<file path="config.mk">
export PLATFORM = sky130hd
export DESIGN_NAME = fetch_stage
export DESIGN_NICKNAME = d
export VERILOG_FILES = /design/src/rtl/fetch_stage.sv
export SDC_FILE = /design/constraint.sdc
export NUM_CORES = 1
export LEC_CHECK = 0
export CORE_ASPECT_RATIO = 0.5
export CORE_MARGIN = 2
export CORE_UTILIZATION = 55
export DETAILED_ROUTE_END_ITERATION = 8
export PLACE_DENSITY = 0.83
export SYNTH_ARGS = -nofsm -noshare
export SYNTH_HDL_FRONTEND = slang
export SYNTH_SLANG_ARGS = --single-unit
export TNS_END_PERCENT = 100
</file>
<file path="constraint.sdc">
create_clock -name clk -period 2.9 [get_ports clk]
set_input_delay 0.725 -clock clk [delete_from_list [all_inputs] [get_ports clk]]
set_output_delay 0.725 -clock clk [all_outputs]
set_load 0.02 [all_outputs]
</file>
<file path="src/rtl/fetch_stage.sv">
// fetch_stage: sequential instruction fetch with a credit-limited read
// pipe and an in-order instruction queue feeding decode.
//
// Ports:
//   clk, rst_n          clock, asynchronous active-low reset
//   halt                freeze issue and pop (returns still captured)
//   stall               decode busy, head entry held
//   flush, redirect_pc  redirect request and its target
//   mem_req, mem_addr   instruction read request (combinational)
//   mem_rdata           read data, fixed MEM_LAT cycles after request
//   instr_out, pc_out   head instruction and its pc
//   bubble_out          1 when instr_out/pc_out are not valid
module fetch_stage #(
    parameter logic [31:0] RESET_PC = 32'h0000_0000,
    parameter int          MEM_LAT  = 2,
    parameter int          DEPTH    = 4
) (
    input  logic        clk,
    input  logic        rst_n,
    input  logic        halt,
    input  logic        stall,
    input  logic        flush,
    input  logic [31:0] redirect_pc,
    output logic        mem_req,
    output logic [31:0] mem_addr,
    input  logic [31:0] mem_rdata,
    output logic [31:0] instr_out,
    output logic [31:0] pc_out,
    output logic        bubble_out
);

    localparam int PW = (DEPTH > 1) ? $clog2(DEPTH) : 1;
    localparam int CW = $clog2(DEPTH + 1);

    logic [31:0]        fetch_pc_q, fetch_pc_d;
    logic [MEM_LAT-1:0] pv_q, pv_d;
    logic [31:0]        ppc_q [MEM_LAT];
    logic [31:0]        ppc_d [MEM_LAT];
    logic [31:0]        qi_q  [DEPTH];
    logic [31:0]        qp_q  [DEPTH];
    logic [PW-1:0]      head_q, head_d;
    logic [PW-1:0]      tail_q, tail_d;
    logic [CW-1:0]      count_q, count_d;

    logic [31:0] inflight;
    logic [31:0] occ;
    logic        issue;
    logic        push;
    logic        pop;

    function automatic logic [PW-1:0] nxt(input logic [PW-1:0] p);
        return (p == PW'(DEPTH - 1)) ? '0 : p + 1'b1;
    endfunction

    always_comb begin
        inflight = '0;
        for (int i = 0; i < MEM_LAT; i++) begin
            inflight = inflight + 32'(pv_q[i]);
        end
    end

    // Credits cover both queued entries and reads still in flight, so a
    // returning read always finds a free slot.
    assign occ   = 32'(count_q) + inflight;
    assign issue = rst_n && !halt && !flush && (occ < 32'(DEPTH));
    assign push  = pv_q[MEM_LAT-1] && !flush;
    assign pop   = (count_q != '0) && !stall && !halt && !flush;

    assign mem_req    = issue;
    assign mem_addr   = fetch_pc_q & 32'hFFFF_FFFC;
    assign bubble_out = (count_q == '0) || flush;
    assign instr_out  = (count_q != '0) ? qi_q[head_q] : '0;
    assign pc_out     = (count_q != '0) ? qp_q[head_q] : '0;

    always_comb begin
        fetch_pc_d = fetch_pc_q;
        pv_d       = '0;
        head_d     = head_q;
        tail_d     = tail_q;
        count_d    = count_q;
        for (int i = 0; i < MEM_LAT; i++) begin
            ppc_d[i] = ppc_q[i];
        end

        pv_d[0]  = issue;
        ppc_d[0] = fetch_pc_q;
        for (int i = 1; i < MEM_LAT; i++) begin
            pv_d[i]  = pv_q[i-1];
            ppc_d[i] = ppc_q[i-1];
        end

        if (issue) begin
            fetch_pc_d = fetch_pc_q + 32'd4;
        end
        if (push) begin
            tail_d = nxt(tail_q);
        end
        if (pop) begin
            head_d = nxt(head_q);
        end
        case ({push, pop})
            2'b10:   count_d = count_q + 1'b1;
            2'b01:   count_d = count_q - 1'b1;
            default: count_d = count_q;
        endcase

        // Redirect discards everything, including a read returning now.
        if (flush) begin
            fetch_pc_d = redirect_pc & 32'hFFFF_FFFC;
            pv_d       = '0;
            head_d     = '0;
            tail_d     = '0;
            count_d    = '0;
        end
    end

    always_ff @(posedge clk or negedge rst_n) begin
        if (!rst_n) begin
            fetch_pc_q <= RESET_PC & 32'hFFFF_FFFC;
            pv_q       <= '0;
            head_q     <= '0;
            tail_q     <= '0;
            count_q    <= '0;
        end else begin
            fetch_pc_q <= fetch_pc_d;
            pv_q       <= pv_d;
            head_q     <= head_d;
            tail_q     <= tail_d;
            count_q    <= count_d;
        end
    end

    // Datapath storage; validity is tracked by pv_q and count_q.
    always_ff @(posedge clk) begin
        for (int i = 0; i < MEM_LAT; i++) begin
            ppc_q[i] <= ppc_d[i];
        end
        if (push) begin
            qi_q[tail_q] <= mem_rdata;
            qp_q[tail_q] <= ppc_q[MEM_LAT-1];
        end
    end

`ifndef SYNTHESIS
    always_ff @(posedge clk) begin
        if (rst_n && push && !pop) begin
            assert (32'(count_q) < 32'(DEPTH))
            else $error("fetch_stage: instruction queue overflow");
        end
    end
`endif

endmodule

</file>
## Word level (Yosys, flattened, before mapping)

Memory sizes are Yosys's and may differ from the RTL's.
Cells that the tools add are included.

- Bits in registers: 41
- Bits in writable memories: 320
- Memories: 3

Memories:

| name | depth | width | rd ports | clocked after Yosys merged registers in | write ports | line | RTL |
|---|---|---|---|---|---|---|---|
| qi_q | 4 | 32 | 1 | 0 | 1 | 39 | `logic [31:0] qi_q [DEPTH];` |
| qp_q | 4 | 32 | 1 | 0 | 1 | 40 | `logic [31:0] qp_q [DEPTH];` |
| ppc_q | 2 | 32 | 2 | 0 | 2 | 37 | `logic [31:0] ppc_q [MEM_LAT];` |

- $add $sub $neg: 7
- Order comparisons: 1
- Equal/unequal tests: 4
- Mux-type cells: 15
- Reductions and logical operators: 17

Operators with widths:

| cell | number |
|---|---|
| 32-bit two-way mux | 4 |
| 32-bit by 3-bit adder with 32-bit output, second input constant | 1 |
| 2-bit two-way mux | 7 |
| 1-bit logical AND | 7 |
| 2-bit == test, second input constant | 3 |
| 3-bit case mux with 2 select lines | 1 |
| 2-bit nonzero test | 3 |
| 3-bit nonzero test | 2 |
| 2-bit by 1-bit adder with 2-bit output, second input constant | 2 |
| 3-bit by 2-bit adder with 4-bit output | 1 |
| 4-bit by 3-bit less-than comparator with 1-bit output, second input constant | 1 |
| 3-bit by 1-bit adder with 3-bit output, second input constant | 1 |
| 1-bit logical NOT | 3 |
| 3-bit logical NOT | 1 |
| 3-bit two-way mux | 1 |
| 3-bit by 1-bit subtractor with 3-bit output, second input constant | 1 |
| 1-bit by 1-bit adder with 2-bit output | 1 |
| 2-bit by 1-bit == test with 1-bit output, second input constant | 1 |
| 1-bit two-way mux | 2 |
| 1-bit logical OR | 1 |

## Depth between registers and ports, before layout

- Depth in word-level cells: 7
- Mapped depth: 8

## Worst setup path before layout

OpenSTA, ideal clock, no wires.

- Path type: input port to flip-flop
- From: in flush
- To: mem qi_q[0][0], enable pin
- Setup time: 0.427 ns
- Arrival time: 2.586 ns
- Setup slack: -0.113 ns
- Stages: 3
- Buffers on the path: 1
- Path through: inv_1 -> clkbuf_1 -> and3_1

- Word-level cells in the longest chain between the ends: 4

RTL lines:

| item | line | RTL |
|---|---|---|
| from (decl) | 22 | `input logic flush,` |
| 1-bit logical NOT | 66 | `assign push = pv_q[MEM_LAT-1] && !flush;` |
| 1-bit logical AND | 66 |  |
| 1-bit two-way mux | 138 | `if (push) begin` |
| 1-bit two-way mux (implied by the code) | 139 | `qi_q[tail_q] <= mem_rdata;` |
| to (decl) | 39 |  |

Every way passes these cells.

## Worst setup path in the final report

- From: reg head_q[0]
- To: out pc_out[2]

- Word-level cells in the longest chain between the ends: 2

RTL lines:

| item | line | RTL |
|---|---|---|
| from (decl) | 41 | `logic [PW-1:0] head_q, head_d;` |
| from (signal assigned) | 121 | `head_q <= '0;` |
| from (signal assigned) | 127 | `head_q <= head_d;` |
| memory 4 x 32 bit | -- |  |
| 32-bit two-way mux | 73 | `assign pc_out = (count_q != '0) ? qp_q[head_q] : '0;` |
| to (decl) | 28 | `output logic [31:0] pc_out,` |

Every way passes these cells.

==> flow_metrics.tcl <==
set metrics [dict create \
    synth_edf_count 248 \
    syn_area_sq_mm 0.01317 \
    arrival_ps 2240 \
    ys_ff_latch 347 \
    cts-root-buf "clkbuf_16" \
    crit_path_max_incr_delay_ps 530 \
    max_slew_margin_pct 28.60 \
    path_clk_slew_ps 80 \
    antenna_found_initial 1 \
    yosysTopAreaCellShare_pct 56.55 \
    clock_sinks 347 \
    synthFlopType "edfxtp_1" \
    cts_tree "built" \
    crit_type "reg -> out" \
    finalHoldViolCount 0 \
    cts_buffers 29 \
    avgSynthCellArea_sq_um 17.61 \
    max_freq_mhz 337.2 \
    cts-htree-levels 1 \
    die_w_microns 222.8 \
    grt_pass1_wl_microns 43800 \
    syn_inst 748 \
    vdd_drop_max_v 0.0004853 \
    dr.pass1.iters 6 \
    grt_max_degree 55 \
    postRouteAntennaNets 0 \
    leakage_nw 5.730 \
    syn_to_final_growth_pct 23.03 \
    dr.first_iter.drc_count 814 \
    finalWirelength_microns 30120 \
    rows 39 \
    initial_core_util_pct 56.82 \
    startpoint_type "flip-flop" \
    yosysWarningCount 0 \
    io_buffers 160 \
    crit_slowest_cell "dfrtp_4" \
    dpl_cell_area_sq_mm 0.01513 \
    grt_use_total_pct 22.96 \
    fin_ws_ps -65.84 \
    final_cell_mix "edfxtp_1, clkdlybuf4s50_1, mux4_2" \
    async_flop_share_pct 11.24 \
    worstPathCellList "buf_12, buf_16, buf_4, mux4_2, nor2b_1, buf_2" \
    yosysUniqueCellTypes 53 \
    crit_required_ps 2170 \
    core-area_sq_mm 0.02318 \
    violations "setup timing" \
    hpwl_microns 16950 \
    final_area_sq_mm 0.01620 \
    period_share_pct 102.3 \
    die_h_microns 113.4 \
    clk_path_buf_depth 3 \
    yosys.area.top_type "edfxtp_1" \
    reg2reg_slack_ps 120 \
    vias 7352 \
    viasPerCell 5.882 \
    max_cap_viol_count 0 \
    io_pins 167 \
    dieArea_sq_mm 0.02527 \
    finalSetupViolCount 14 \
    status "complete, but fails checks" \
    wl_per_cell_microns 24.10 \
    ctsHoldBuffers 0 \
    post-route-min-period_ps 2966 \
    worst-slew-pin-transition_ps 1067 \
    rsz0062_at_grt "yes" \
    final.setup.tns_ps -448.7 \
    clk_latency_ps 550 \
    crit_path_end_kind "primary output" \
    drcViolationCount 0 \
    nNetsFinal 996 \
    synth.yosys.seq_area_share_pct 73.08 \
    pwr_density_cell_mw_per_mm2 652.5 \
    rr_worst_depth 8 \
    netlist_top_cells_area "edfxtp_1, mux4_2, dfxtp_1" \
    final-max-slew-violation-count 0 \
    final_common_cell "edfxtp_1" \
    fillCellCount 1368 \
    place_congestion 0.8111 \
    hp-class "in -> async" \
    fin_worst_skew_ps 19.51 \
    gr-total-overflow 0 \
    reg2reg_to "count_q[2]" \
    cp_max_fo 6 \
    final_layout_size_suffix_gt1_share_pct 26.01 \
    grt_pass1_vias 7582 \
    timing.rr.start "count_q[2]" \
]
critical path, delay by kind of cell (launching register included):
kind,cells,cell delay (ps)
buffers and inverters,4,600
flip-flops,1,530
multiplexers,1,410
AND/OR/NAND/NOR,1,150
where the power goes:
part           internal (W)  switching (W)  total, W
Combinational      0.000400       0.000479  0.000879
Clock               0.00235        0.00171   0.00406
Sequential          0.00548       0.000153   0.00563
registers in the layout, summed over array words and instances, names as in the netlist:
register	flops
pv_q	2
qp_q	120
ppc_q	60
qi_q	128
count_q	3
head_q	2
tail_q	2
fetch_pc_q	30
what timing repair did:
| item | in CTS | in global routing |
|---|---|---|
| resized for setup | 249 | 38 |
| pin swaps | 0 | 0 |
| setup buffers | 7 | 4 |
| setup endpoints to repair | 64 | 55 |
| cloned | 4 | 1 |
cell type report:
class	count	area (sq um)	share of cell area, %
diodes	1	2.502	0.01544
clock buffers	43	869.6	5.367
well taps	307	384.1	2.371
inverters	15	56.30	0.3475
multi-input cells	321	3173	19.58
flip-flops and latches	347	9629	59.43
clock inverters	11	135.1	0.8340
repair buffers	205	1953	12.05
stage by stage:
stage	utilization [%]	setup WS (ps)	instances	total power [W]	hold slack, ps
6_report	69.91	-65.84	1250	0.01057	318.2
5_1_grt	69.91	-102.0	1250	0.01086	332.3
4_1_cts	69.40	-95.69	1244	0.01055	308.9
3_5_place_dp	65.26	-213.8	1179	0.006600	312.1
3_3_place_gp	65.26	-99.70	1179	0.006566	310.2
2_1_floorplan	-	564.7	751	0.006161	309.6
logic make-up after synthesis:
kind of cell	Yosys count	synth area share, %
flip-flops	347	73.08
AO/OA/AOI/OAI	66	3.525
adder cells (fa/ha/maj)	8	0.8170
multiplexers	70	11.21
XOR/XNOR	2	0.1330
AND/OR/NAND/NOR	171	7.714
other	1	0.02847
buffers and inverters	83	3.496
per-layer routing:
layer  routed length, microns  global-route usage, %  share of wire [%]  vias up
met1                    12290                  31.18                 41     3761
met5                        0                      0                  0        -
li1                         -                      -                  -     3211
met4                      809                  7.159                2.7        0
met3                     1727                  3.143                5.7       55
met2                    15300                  39.48                 51      325
cell usage after synthesis, types with 2 or more instances:
cell and count:
nor2b_1 63, buf_2 11, a32oi_1 4, nand4b_1 2
a21oi_1 7, dfrtp_1 39, clkbuf_1 20, nand3_1 14
a211o_1 2, nor2_1 17, or3_1 2, inv_1 15
nand2_1 31, o211ai_1 7, a31oi_1 3, a22oi_1 2
o21ai_0 18, and4_1 3, and3_1 6, mux2i_1 8
mux4_2 62, a31o_2 4, buf_4 36, nor4_4 2
o31ai_1 3, dfxtp_1 60, ha_1 7, nand4_1 9
and2_0 2, o311ai_0 10, nor4_1 2, nor3_1 9
edfxtp_1 248
worst max-delay path by stage:
stage              start            end  slack [ps]  depth (start not counted)
2_1_floorplan      flush     qi_q[0][0]         560                          3
3_3_place_gp        halt        mem_req        -100                          5
3_5_place_dp        halt        mem_req        -210                          5
4_1_cts        head_q[0]  instr_out[31]        -100                          5
5_1_grt        head_q[0]      pc_out[2]        -100                          6
6_report       head_q[0]      pc_out[2]         -70                          6
No activity file was read; power rests on OpenSTA's default activity.
